## src/rtl/hazard_scoreboard_pkg.sv

```systemverilog
// Shared types and constants for the ID-stage hazard scoreboard: register
// address encoding and the classification of an accepted destination write.
package hazard_scoreboard_pkg;

   localparam int REG_ADDR_W   = 5;
   localparam int NREG_DEFAULT = 1 << REG_ADDR_W;
   localparam int PCNT_W       = 2;

   typedef logic [REG_ADDR_W-1:0] reg_addr_t;

   localparam reg_addr_t REG_ZERO = 5'd0;

   typedef enum logic [1:0] {
      WR_NONE = 2'd0,
      WR_ALU  = 2'd1,
      WR_LOAD = 2'd2,
      WR_MC   = 2'd3
   } wr_kind_t;

   // Writes to x0 or non-writing instructions leave the tracking untouched.
   function automatic wr_kind_t classify_write(
      input logic      regwrite,
      input reg_addr_t rd,
      input logic      is_load,
      input logic      is_mc
   );
      wr_kind_t kind;
      if (!regwrite || (rd == REG_ZERO)) begin
         kind = WR_NONE;
      end else if (is_load) begin
         kind = WR_LOAD;
      end else if (is_mc) begin
         kind = WR_MC;
      end else begin
         kind = WR_ALU;
      end
      return kind;
   endfunction

endpackage

```

## src/rtl/hazard_scoreboard_checker.sv

```systemverilog
// Protocol checks for the scoreboard: a same-cycle multicycle issue must win
// over mc_done, and a stalled instruction is never accepted.
module hazard_scoreboard_checker (
   input logic clk,
   input logic rst,
   input logic mc_done,
   input logic mc_issue,
   input logic mc_busy,
   input logic stall,
   input logic accept
);

   a_issue_beats_done: assert property (
      @(posedge clk) disable iff (rst) (mc_done && mc_issue) |=> mc_busy
   );

   a_no_accept_when_stalled: assert property (
      @(posedge clk) disable iff (rst) !(stall && accept)
   );

endmodule

```

## src/rtl/hazard_scoreboard.sv

```systemverilog
// ID-stage scoreboard: tracks load and multicycle destinations that forwarding
// cannot yet serve, and stalls the ID instruction until its operands are ready.
module hazard_scoreboard
   import hazard_scoreboard_pkg::*;
#(
   parameter int NREG         = NREG_DEFAULT,
   parameter int LOAD_BUBBLES = 1,
   parameter int STALL_CNT_W  = 32
) (
   input  logic                   clk,
   input  logic                   rst,
   input  logic                   issue_valid,
   input  logic                   issue_regwrite,
   input  logic [REG_ADDR_W-1:0]  issue_rd,
   input  logic                   issue_is_load,
   input  logic                   issue_is_mc,
   input  logic                   use_rs1,
   input  logic                   use_rs2,
   input  logic [REG_ADDR_W-1:0]  rs1_id,
   input  logic [REG_ADDR_W-1:0]  rs2_id,
   input  logic                   flush,
   input  logic                   mc_done,
   input  logic [REG_ADDR_W-1:0]  mc_rd,
   output logic                   stall,
   output logic                   mc_busy,
   output logic [NREG-1:0]        pending_mask,
   output logic [STALL_CNT_W-1:0] stall_count
);

   localparam logic [PCNT_W-1:0] LOAD_INIT = PCNT_W'(LOAD_BUBBLES);

   logic [NREG-1:0]        not_ready_s;
   logic [NREG-1:0]        mc_pend_s;
   logic                   raw1_s;
   logic                   raw2_s;
   logic                   struct_s;
   logic                   waw_s;
   logic                   stall_s;
   logic                   accept_s;
   wr_kind_t               wr_kind_s;
   logic                   mc_busy_r;
   logic [STALL_CNT_W-1:0] stall_count_r;

   // Hazard detection and accept decision for the instruction sitting in ID.
   always_comb begin
      raw1_s   = use_rs1 && (rs1_id != REG_ZERO) && not_ready_s[rs1_id];
      raw2_s   = use_rs2 && (rs2_id != REG_ZERO) && not_ready_s[rs2_id];
      struct_s = issue_is_mc && mc_busy_r;
      waw_s    = issue_regwrite && (issue_rd != REG_ZERO) && mc_pend_s[issue_rd];
      if (issue_valid && !flush) begin
         stall_s = raw1_s || raw2_s || struct_s || waw_s;
      end else begin
         stall_s = 1'b0;
      end
      accept_s = issue_valid && !flush && !stall_s;
      if (accept_s) begin
         wr_kind_s = classify_write(issue_regwrite, issue_rd, issue_is_load, issue_is_mc);
      end else begin
         wr_kind_s = WR_NONE;
      end
   end

   for (genvar r = 0; r < NREG; r++) begin : g_entry
      if (r == 0) begin : g_zero
         assign not_ready_s[r] = 1'b0;
         assign mc_pend_s[r]   = 1'b0;
      end else begin : g_track
         logic [PCNT_W-1:0] pcnt_r;
         logic              mc_r;
         logic              write_s;
         logic              done_s;

         assign write_s = (wr_kind_s != WR_NONE) && (issue_rd == REG_ADDR_W'(r));
         assign done_s  = mc_done && (mc_rd == REG_ADDR_W'(r));

         // An accepted write re-arms the entry; otherwise the load countdown
         // keeps advancing, even while ID is stalled.
         always_ff @(posedge clk or posedge rst) begin
            if (rst) begin
               pcnt_r <= '0;
               mc_r   <= 1'b0;
            end else if (write_s) begin
               case (wr_kind_s)
                  WR_LOAD: begin
                     pcnt_r <= LOAD_INIT;
                     mc_r   <= 1'b0;
                  end
                  WR_MC: begin
                     pcnt_r <= '0;
                     mc_r   <= 1'b1;
                  end
                  default: begin
                     pcnt_r <= '0;
                     mc_r   <= 1'b0;
                  end
               endcase
            end else begin
               if (pcnt_r != '0) begin
                  pcnt_r <= pcnt_r - PCNT_W'(1);
               end
               if (done_s) begin
                  mc_r <= 1'b0;
               end
            end
         end

         assign not_ready_s[r] = (pcnt_r != '0) || mc_r;
         assign mc_pend_s[r]   = mc_r;
      end
   end

   // Single multicycle unit occupancy; a new issue overrides a same-cycle completion.
   always_ff @(posedge clk or posedge rst) begin
      if (rst) begin
         mc_busy_r <= 1'b0;
      end else if (wr_kind_s == WR_MC) begin
         mc_busy_r <= 1'b1;
      end else if (mc_done) begin
         mc_busy_r <= 1'b0;
      end
   end

   // Saturating count of stalled cycles.
   always_ff @(posedge clk or posedge rst) begin
      if (rst) begin
         stall_count_r <= '0;
      end else if (stall_s && (stall_count_r != '1)) begin
         stall_count_r <= stall_count_r + STALL_CNT_W'(1);
      end
   end

   assign stall        = stall_s;
   assign mc_busy      = mc_busy_r;
   assign pending_mask = not_ready_s;
   assign stall_count  = stall_count_r;

   hazard_scoreboard_checker u_checker (
      .clk      (clk),
      .rst      (rst),
      .mc_done  (mc_done),
      .mc_issue (wr_kind_s == WR_MC),
      .mc_busy  (mc_busy_r),
      .stall    (stall_s),
      .accept   (accept_s)
   );

endmodule

```

## config.mk

```make
export PLATFORM = sky130hd
export DESIGN_NAME = hazard_scoreboard
export DESIGN_NICKNAME = d
export VERILOG_FILES = /design/src/rtl/hazard_scoreboard_pkg.sv /design/src/rtl/hazard_scoreboard_checker.sv /design/src/rtl/hazard_scoreboard.sv
export SDC_FILE = /design/constraint.sdc
export NUM_CORES = 1
export LEC_CHECK = 0
export CELL_PAD_IN_SITES_DETAIL_PLACEMENT = 0
export CELL_PAD_IN_SITES_GLOBAL_PLACEMENT = 1
export CORE_MARGIN = 5
export CORE_UTILIZATION = 30
export CTS_CLUSTER_DIAMETER = 120
export CTS_CLUSTER_SIZE = 24
export DETAILED_ROUTE_END_ITERATION = 16
export GPL_TIMING_DRIVEN = 0
export PLACE_DENSITY = 0.65
export RECOVER_POWER = 100
export SLEW_MARGIN = 20
export SYNTH_ARGS = -nofsm -noshare
export SYNTH_HDL_FRONTEND = slang
export SYNTH_HIERARCHICAL = 1
export SYNTH_SLANG_ARGS = --single-unit
```

## constraint.sdc

```tcl
create_clock -name clk -period 4.3 [get_ports clk]
set_input_delay 0.43 -clock clk [delete_from_list [all_inputs] [get_ports clk]]
set_output_delay 0.43 -clock clk [all_outputs]
set_load 0.01 [all_outputs]
```

### Word-level counts from Yosys, hierarchy flattened

Index checks and enable logic that the tools add are counted.

* register bits after elaboration: 126
* output and inout port bits: 66
* logic and storage cells: 512
* bits of input ports: 30

* multiplexer cells: 139
* $add $sub $neg: 32
* equality and inequality tests: 65
* reduce and logical (&&, ||, !) cells: 209
* order comparisons: 3

Operators with widths (count)
* nonzero test 2 bit: 95
* equality test 5 bit (second input constant): 32
* two-way mux 2 bit: 66
* equality test 5 x 4 -> 1 bit (second input constant): 16
* logical AND 1 bit: 72
* two-way mux 1 bit: 70
* subtractor 2 x 1 -> 2 bit (second input constant): 31
* equality test 5 x 3 -> 1 bit (second input constant): 8
* logical OR 1 bit: 35
* adder 32 x 1 -> 32 bit (second input constant): 1
* != test 32 bit (second input constant): 1
* equality test 5 x 2 -> 1 bit (second input constant): 4
* < comparator 5 x 6 -> 1 bit (second input constant): 3
* binary-select mux 1 bit (select 5 bit): 3
* nonzero test 5 bit: 3
* equality test 5 x 1 -> 1 bit (second input constant): 2
* logical NOT 5 bit: 1
* equality test 2 bit (second input constant): 2
* logical NOT 1 bit: 3

### Logic depth before layout (Yosys ltp)

Gate-level depths: netlist (run 1).

* depth after elaboration: 15
* mapped depth: 14

### Worst setup path after synthesis (run 1)

No wires, ideal clock.

* kind: reg-to-reg
* start: register g_entry[17].g_track.pcnt_r[0]
* end: register stall_count_r[1], in the netlist stall_count[1]
* buffers on the path: 2
* required time: 4.175 ns
* setup slack: 1.349 ns
* cell stages (with the launch flop): 13
* setup time: 0.125 ns
* arrival time: 2.826 ns
* cells stage by stage: dfrtp_1 > inv_1 > ha_1 > nand2b_1 > mux4_2 > o311a_1 > o311a_1 > a211oi_1 > o21ai_2 > nand2_1 > buf_2 > buf_2 > mux2_2

* word-level cells in the longest chain between the ends: 10
* elaborated cells between the ends (all ways): 13
* classes of those cells: 5 x mux; 8 x reduce/logical

Ends and longest elaborated chain
* start, declared: RTL line hazard_scoreboard.sv:68 `logic [PCNT_W-1:0] pcnt_r;`
* start signal, assigned: RTL line hazard_scoreboard.sv:99 `pcnt_r <= pcnt_r - PCNT_W'(1);`
* nonzero test 2 bit (*): RTL line hazard_scoreboard.sv:107 `assign not_ready_s[r] = (pcnt_r != '0) || mc_r;`
* logical OR 1 bit (*): RTL line hazard_scoreboard.sv:107
* via pending_mask[17]: RTL line hazard_scoreboard.sv:26 `output logic [NREG-1:0] pending_mask,`
* binary-select mux 1 bit (select 5 bit) (on tied branches): RTL line hazard_scoreboard.sv:46, hazard_scoreboard.sv:47
* two-way mux 1 bit (on tied branches): RTL line hazard_scoreboard.sv:46, hazard_scoreboard.sv:47
* logical AND 1 bit (on tied branches): RTL line hazard_scoreboard.sv:46, hazard_scoreboard.sv:47
* logical OR 1 bit (*) (3 in series): RTL line hazard_scoreboard.sv:51 `stall_s = raw1_s || raw2_s || struct_s || waw_s;`
* two-way mux 1 bit (*): RTL line hazard_scoreboard.sv:50 `if (issue_valid && !flush) begin`
* logical AND 1 bit (*): RTL line hazard_scoreboard.sv:127 `end else if (stall_s && (stall_count_r != '1)) begin`
* end signal, assigned: RTL line hazard_scoreboard.sv:128 `stall_count_r <= stall_count_r + STALL_CNT_W'(1);`
* end, declared: RTL line hazard_scoreboard.sv:42 `logic [STALL_CNT_W-1:0] stall_count_r;`

The timed path passes the listed nets; every way through them passes the cells marked *. The select of a mux whose other input is x is not followed.
A chain may end at the register's enable or synchronous reset.

### Final worst setup path (run 1)

* start: input issue_rd[3]
* end: output stall

* word-level cells in the longest chain between the ends: 5
* elaborated cells between the ends (all ways): 7
* classes of those cells: 3 x mux; 4 x reduce/logical

Ends and longest elaborated chain
* start, declared: RTL line hazard_scoreboard.sv:14 `input logic [REG_ADDR_W-1:0] issue_rd,`
* binary-select mux 1 bit (select 5 bit) / nonzero test 5 bit (equally long branches): RTL line hazard_scoreboard.sv:49 `waw_s = issue_regwrite && (issue_rd != REG_ZERO) && mc_pend_s[issue_rd];`
* two-way mux 1 bit (not written as such) / logical AND 1 bit (equally long branches): RTL line hazard_scoreboard.sv:49
* logical AND 1 bit (*): RTL line hazard_scoreboard.sv:49
* logical OR 1 bit (*): RTL line hazard_scoreboard.sv:51
* two-way mux 1 bit (*): RTL line hazard_scoreboard.sv:50
* end, declared: RTL line hazard_scoreboard.sv:24 `output logic stall,`

Mark *: on every way between the ends. The rest lies on a longest branch, timed or not. The select of a mux whose other input is x is not followed.

==> run_results.csv, run 1 <==
group,metric,value,unit
finish,area_delta_synth_final,25.6,%
place,dp_hpwl,18500,µm
synthesis,synth_edf_count,0,
floorplan,dieArea,0.0286,mm²
cts,cts_buffer_depth,2,
timing,holdWs,0.478,ns
synthesis,synthTopCellsByCount,"dfrtp_1, inv_1, a21oi_1",
synthesis,yosysTopAreaCell,"dfrtp_1",
power_and_ir_drop,vdd_drop_max,241,µV
floorplan,die_x,169,µm
synthesis,ys.flop_type,"dfrtp_1",
finish,finalNonFillerCells,1268,
cts,hold_buffers,0,
min_path,min-delay-path-class,"reg -> reg",
synthesis,synthTopCellsByArea,"dfrtp_1, ha_1, mux4_2",
setup_path,startpoint_type,"input pin",
synthesis,synthCells,812,
place,place_congestion,0.895,
setup_path,cp.required,3.87,ns
grt,grt_usage,16.9,%
cts,numCtsBuffers,17,
place,placed_cells,1236,
detailed_routing,first_iter_violations,378,
detailed_routing,num_vias,6492,
setup_path,crit_path_max_fanout,10,
detailed_routing,viasPerCell,5.12,
timing,maxSlewViolCount,41,
synthesis,synth_cell_types,60,
cts,cts_max_level,4,
detailed_routing,drc,0,
cts,cts_root_buf,"clkbuf_16",
cts,clock_latency,0.42,ns
finish,fin_nets,987,
setup_path,crit_path_end_kind,"output port",
power_and_ir_drop,powerDensity,631,mW/mm²
detailed_routing,first_pass_iters,6,
synthesis,syn_avg_cell_area,9.37,µm²
detailed_routing,wl_per_cell,18.8,µm
synthesis,yosysMostFrequentCell,"dfrtp_1",
setup_path,critical_path_class,"in -> out",
status,violations,"max-capacitance violations, max-slew violations",
grt,grt-ovfl-total,0,
timing,tns,0,ns
timing,finClkSkew,0.0112,ns
power_and_ir_drop,p_leak,4.17,nW
detailed_routing,wirelength,23900,µm
synthesis,syn_area,0.00761,mm²
place,port_buffers,93,
synthesis,syn_nets,874,
grt,grt_pass1_vias,6486,
grt,grt_pass1_wl,37700,µm
floorplan,io_pins,96,
cts,clk_pin_slew,0.07,ns
cts,cts_tree,"built",
timing,hold_viol,0,
synthesis,ys_ff_latch,126,
finish,drive_above_1_share,10.2,%
synthesis,synth_top_area_share,41.4,%
floorplan,num_rows,58,
synthesis,synth-seq-area-share,41.4,%
grt,grt_max_degree,88,
grt,antenna_found_initial,1,
run,drv_cap,1,
timing,setup_viol,0,
floorplan,core_area,0.0251,mm²
timing,finalCritPeriodShare,96.0,%
finish,antenna_cells,0,
detailed_routing,drtAntennaViolNets,0,
synthesis,async_reset_ff_share,100,%
timing,rsz0062_at_grt,"false",
timing,post-route-min-period,4.13,ns
synthesis,yosysWarnings,6,
timing,maxSlewHeadroom,-22.9,%
floorplan,start_util,30.3,%
timing,max_slew.worst_pin.slew,1.83,ns
status,status,"complete, but fails checks",
floorplan,die_h,169,µm
cts,clock_sinks,126,
power_and_ir_drop,total_power,6.03,mW
timing,fmax,242,MHz
setup_path,crit_arrival,3.70,ns
==> routing by layer <==
metal	vias up	routed length, µm	global-route usage [%]
met4	2	516	5.01
met5	-	20	0
met2	237	10800	26.1
li1	3080	-	-
met3	39	1550	3.47
met1	3134	11000	24.1
==> cell usage in the layout, fill, tap and decap left out, types with 15 or more instances in the layout <==
cell type | synthesis | final
xnor2_1 | 25 | 25
nand2_1 | 39 | 39
nor3_1 | 23 | 23
nand4_1 | 15 | 15
ha_1 | 32 | 32
nor2_1 | 56 | 56
nand3_1 | 33 | 33
mux2_2 | 22 | 22
a21oi_1 | 67 | 67
xor2_1 | 37 | 37
clkbuf_1 | 16 | 21
clkbuf_16 | 0 | 17
o21ai_0 | 55 | 65
mux4_2 | 17 | 17
nand2b_1 | 37 | 37
clkdlybuf4s50_1 | 0 | 28
inv_1 | 81 | 80
dfrtp_1 | 126 | 126
dlygate4sd3_1 | 0 | 65
==> sequential cells by signal, indices dropped and copies added, names as in the netlist <==
signal,flops
g_entry.g_track.pcnt_r,62
stall_count,32
g_entry.g_track.mc_r,31
mc_busy,1
==> through the flow <==
stage	setup WS, ns	utilization (%)	area [µm²]
CTS	0.0785	38.2	9600
detailed placement	-0.0611	35.8	8990
floorplan	0.514	-	7610
finish	0.173	38.0	9550
global route	0.0160	38.0	9550
global placement	-1.73	35.6	8950
==> final cells by class <==
class	instances	area, µm²
Tap cell	330	413
Buffer	29	126
Timing Repair Buffer	94	938
Inverter	84	317
Sequential cell	126	3150
Clock buffer	18	439
Multi-Input combinational cell	573	3990
Clock inverter	14	171
Fill cell	2602	15600
==> path summary, 6_finish.rpt <==
path                       slack, ns  depth (start not counted)                          start                            end
setup / recovery                0.17                          9                    issue_rd[3]                          stall
hold / removal                  0.48                          1                stall_count[27]                stall_count[27]
setup reg to reg                0.34                         12  g_entry[29].g_track.pcnt_r[0]  g_entry[12].g_track.pcnt_r[0]
hold reg to reg                 0.48                          1                stall_count[27]                stall_count[27]
max in group asynchronous       1.34                          3                            rst   g_entry[6].g_track.pcnt_r[1]
min in group asynchronous       0.93                          2                            rst   g_entry[1].g_track.pcnt_r[0]
==> power by group <==
part / total [mW] / switching (mW) / internal [mW] / leakage [nW]
sequential: 1.79 / 0.220 / 1.57 / 1.58
combinational: 2.75 / 1.42 / 1.33 / 2.28
clock: 1.50 / 0.602 / 0.894 / 0.299
==> logic make-up after synthesis <==
logic type / Yosys count / synth area share (%)
AND/OR/NAND/NOR: 257 / 17.8
AO/OA/AOI/OAI: 178 / 13.6
flip-flops: 126 / 41.4
buffers and inverters: 113 / 5.95
XOR/XNOR: 62 / 7.14
multiplexers: 43 / 8.82
adder cells (fa/ha/maj): 32 / 5.26
other: 1 / 0.0493
==> worst max-delay path, cell delays in order <==
cell and delay [ns]:
clkdlybuf4s50_1 0.58, clkbuf_1 0.32, nor2_1 0.54, a32oi_1 0.13, a221oi_1 0.52, a211oi_1 0.11
o21ai_2 0.23, nor2b_1 0.25, clkdlybuf4s50_1 0.57
==> timing repair <==
item | in CTS | in global routing
resized for setup | 0 | 3
endpoints found under the setup margin | 0 | 1
buffers inserted | 0 | 0
(Power assumes the default switching activity.)
==> run 2, diff against run 1 <==
--- a/config.mk
+++ b/config.mk
@@ -5,6 +5,7 @@
 export SDC_FILE = /design/constraint.sdc
 export NUM_CORES = 1
 export LEC_CHECK = 0
+export ABC_AREA = 1
 export CELL_PAD_IN_SITES_DETAIL_PLACEMENT = 0
 export CELL_PAD_IN_SITES_GLOBAL_PLACEMENT = 1
 export CORE_MARGIN = 5
@@ -13,7 +14,7 @@
 export CTS_CLUSTER_SIZE = 24
 export DETAILED_ROUTE_END_ITERATION = 16
 export GPL_TIMING_DRIVEN = 0
-export PLACE_DENSITY = 0.65
+export PLACE_DENSITY = 0.68
 export RECOVER_POWER = 100
 export SLEW_MARGIN = 20
 export SYNTH_ARGS = -nofsm -noshare
==> run 2 against run 1 <==
Effect of this change:
- the flow still finishes with violations (max-capacitance violations, max-slew violations)
- final cell count is 37% higher
- via count is 25% higher
- sequential share of layout area is 2.5 points lower
- sequential cell count stayed put
- count of clock-buffer cells in the layout is 3 higher
- power is 0.94% lower
- critical endpoint unchanged
==> run_results.csv, run 2 <==
group,metric,value,unit
status,status,"complete, but fails checks",
status,violations,"max-capacitance violations, max-slew violations",
floorplan,num_rows,61,
finish,finalNonFillerCells,1739,
synthesis,yosysMostFrequentCell,"nand2_1",
synthesis,ys.flop_type,"dfrtp_1",
cts,clock_sinks,126,
detailed_routing,first_iter_violations,574,
finish,largest_reg_flops,62,
synthesis,synthTopCellsByArea,"dfrtp_1, nand2_1, inv_1",
finish,layout_common_cells,"nand2_1, inv_1, dfrtp_1, nor2_1, o21ai_0",
synthesis,ys_ff_latch,126,
place,port_buffers,88,
timing,post-route-min-period,3.57,ns
min_path,hp-start,"g_entry[16].g_track.mc_r",
timing,setup_viol,0,
setup_path,critical_path_class,"in -> out",
grt,antenna_found_initial,0,
setup_path,crit_end,"stall",
timing,hold_viol,0,
setup_path,r2r_slack,1.09,ns
detailed_routing,wl_per_cell,16.3,µm
setup_path,r2r_start,"g_entry[7].g_track.pcnt_r[0]",
floorplan,io_pins,96,
finish,fin_nets,1410,
finish,final_common_cell,"nand2_1",
synthesis,async_reset_ff_share,100,%
setup_path,r2r-end,"stall_count[18]",
cts,post_cts_resized,0,
cts,numCtsBuffers,17,
cts,cts_root_buf,"clkbuf_16",
finish,drive_above_1_share,4.19,%
place,placed_cell_area,0.00985,mm²
detailed_routing,viasPerCell,4.67,
cts,clock_latency,0.43,ns
synthesis,yosysWarnings,6,
setup_path,startpoint_type,"input pin",
place,placed_cells,1707,
finish,final_area,0.0103,mm²
finish,antenna_cells,0,
setup_path,cp.required,3.87,ns
cts,cts_setup_buffers,0,
synthesis,synth-seq-area-share,37.3,%
timing,finClkSkew,0.0135,ns
synthesis,synth_cell_types,30,
cts,cts_tree,"built",
finish,fin_util,37.1,%
power_and_ir_drop,total_power,5.97,mW
timing,holdWs,0.506,ns
timing,tns,0,ns
floorplan,start_util,30.4,%
detailed_routing,drc,0,
grt,grt-ovfl-total,0,
grt,grt_pass1_vias,7976,
timing,max_slew.worst_pin.slew,1.50,ns
timing,maxSlewHeadroom,-0.530,%
cts,hold_buffers,0,
synthesis,yosysTopAreaCell,"dfrtp_1",
timing,maxSlewViolCount,20,
synthesis,synthCells,1240,
detailed_routing,first_pass_iters,5,
timing,finalCritPeriodShare,83.1,%
run,drv_cap,1,
setup_path,crit_path_end_kind,"output port",
detailed_routing,num_vias,8113,
synthesis,syn_avg_cell_area,6.83,µm²
cts,clk_pin_slew,0.06,ns
finish,area_delta_synth_final,22.2,%
power_and_ir_drop,p_leak,5.03,nW
synthesis,synth_top_area_share,37.3,%
synthesis,syn_area,0.00846,mm²
setup_path,cp-startpoint,"issue_rd[2]",
power_and_ir_drop,vdd_drop_max,258,µV
synthesis,synthTopCellsByCount,"nand2_1, inv_1, dfrtp_1",
floorplan,dieArea,0.0317,mm²
detailed_routing,wirelength,28300,µm
grt,grt_usage,18.1,%
synthesis,synth_edf_count,0,
timing,fin_ws,0.726,ns
setup_path,crit_path_max_fanout,6,
power_and_ir_drop,powerDensity,578,mW/mm²
detailed_routing,drtAntennaViolNets,0,
cts,cts_max_level,4,
grt,grt_pass1_wl,43900,µm
timing,rsz0062_at_grt,"false",
floorplan,die_h,178,µm
place,dp_hpwl,22300,µm
min_path,min-delay-path-class,"reg -> reg",
floorplan,die_x,178,µm
floorplan,core_area,0.0279,mm²
timing,fmax,280,MHz
grt,grt_max_degree,98,
synthesis,syn_nets,1302,
place,pre_cts_ws,0.874,ns
finish,largest-register,"g_entry.g_track.pcnt_r",
setup_path,r2r_cells,17,
cts,cts_buffer_depth,2,
setup_path,crit_arrival,3.14,ns
place,place_congestion,0.940,
## run 2: cell count changes in the layout (fill, tap and decap cells not counted), sizes merged, moves of 37 or more
cell,previous run,this run
nand2b,37,0
inv,92,204
nor2,57,99
o21ai,69,108
nand3,33,76
a21oi,67,16
nand2,39,406
## run 2: kinds of logic after synthesis
family	after synthesis	synth area share, %
XOR/XNOR	62	6.42
AND/OR/NAND/NOR	651	32.3
other	1	0.0443
buffers and inverters	243	11.7
flip-flops	126	37.3
AO/OA/AOI/OAI	125	7.47
adder cells (fa/ha/maj)	32	4.73
## run 2: where the power goes
group	total [mW]	internal, mW	switching [mW]
clock network	1.44	0.861	0.580
registers	1.83	1.59	0.248
logic	2.70	1.15	1.55
total	5.97	3.60	2.37
## run 2: routing by layer
layer	global-route usage (%)	up-vias	part of all wire, %
li1	-	4098	-
met4	7.57	0	3.4
met3	3.71	53	4.9
met2	29.1	196	45
met1	23.8	3766	47
met5	0	-	0
## run 2: worst max-delay path, cell delays in order
cell             delay, ns
clkdlybuf4s50_1       0.47
nor2_1                0.38
nand2_1               0.17
o21ai_0               0.38
inv_1                 0.24
nand3_1               0.14
nand2_1               0.05
inv_1                 0.06
nand3_1               0.10
nand2_1               0.15
inv_1                 0.08
clkdlybuf4s50_1       0.49
## run 2: how the worst min path moves through the flow
stage	end	slack [ns]	cells after the start
after CTS	g_entry[24].g_track.pcnt_r[0]	0.36	2
after floorplan	g_entry[28].g_track.mc_r	0.47	2
after global routing	g_entry[25].g_track.mc_r	0.54	2
final	g_entry[16].g_track.mc_r	0.51	2
after global placement	g_entry[29].g_track.mc_r	0.49	2
after detailed placement	g_entry[29].g_track.mc_r	0.50	2
## run 2: cell type report
class | instances | area, µm²
clock buffer | 21 | 480
buffer | 37 | 180
sequential | 126 | 3150
clock inverter | 11 | 108
tap | 378 | 473
fill | 3008 | 17500
timing repair buffer | 89 | 888
inverter | 206 | 777
multi-input combinational | 871 | 4280
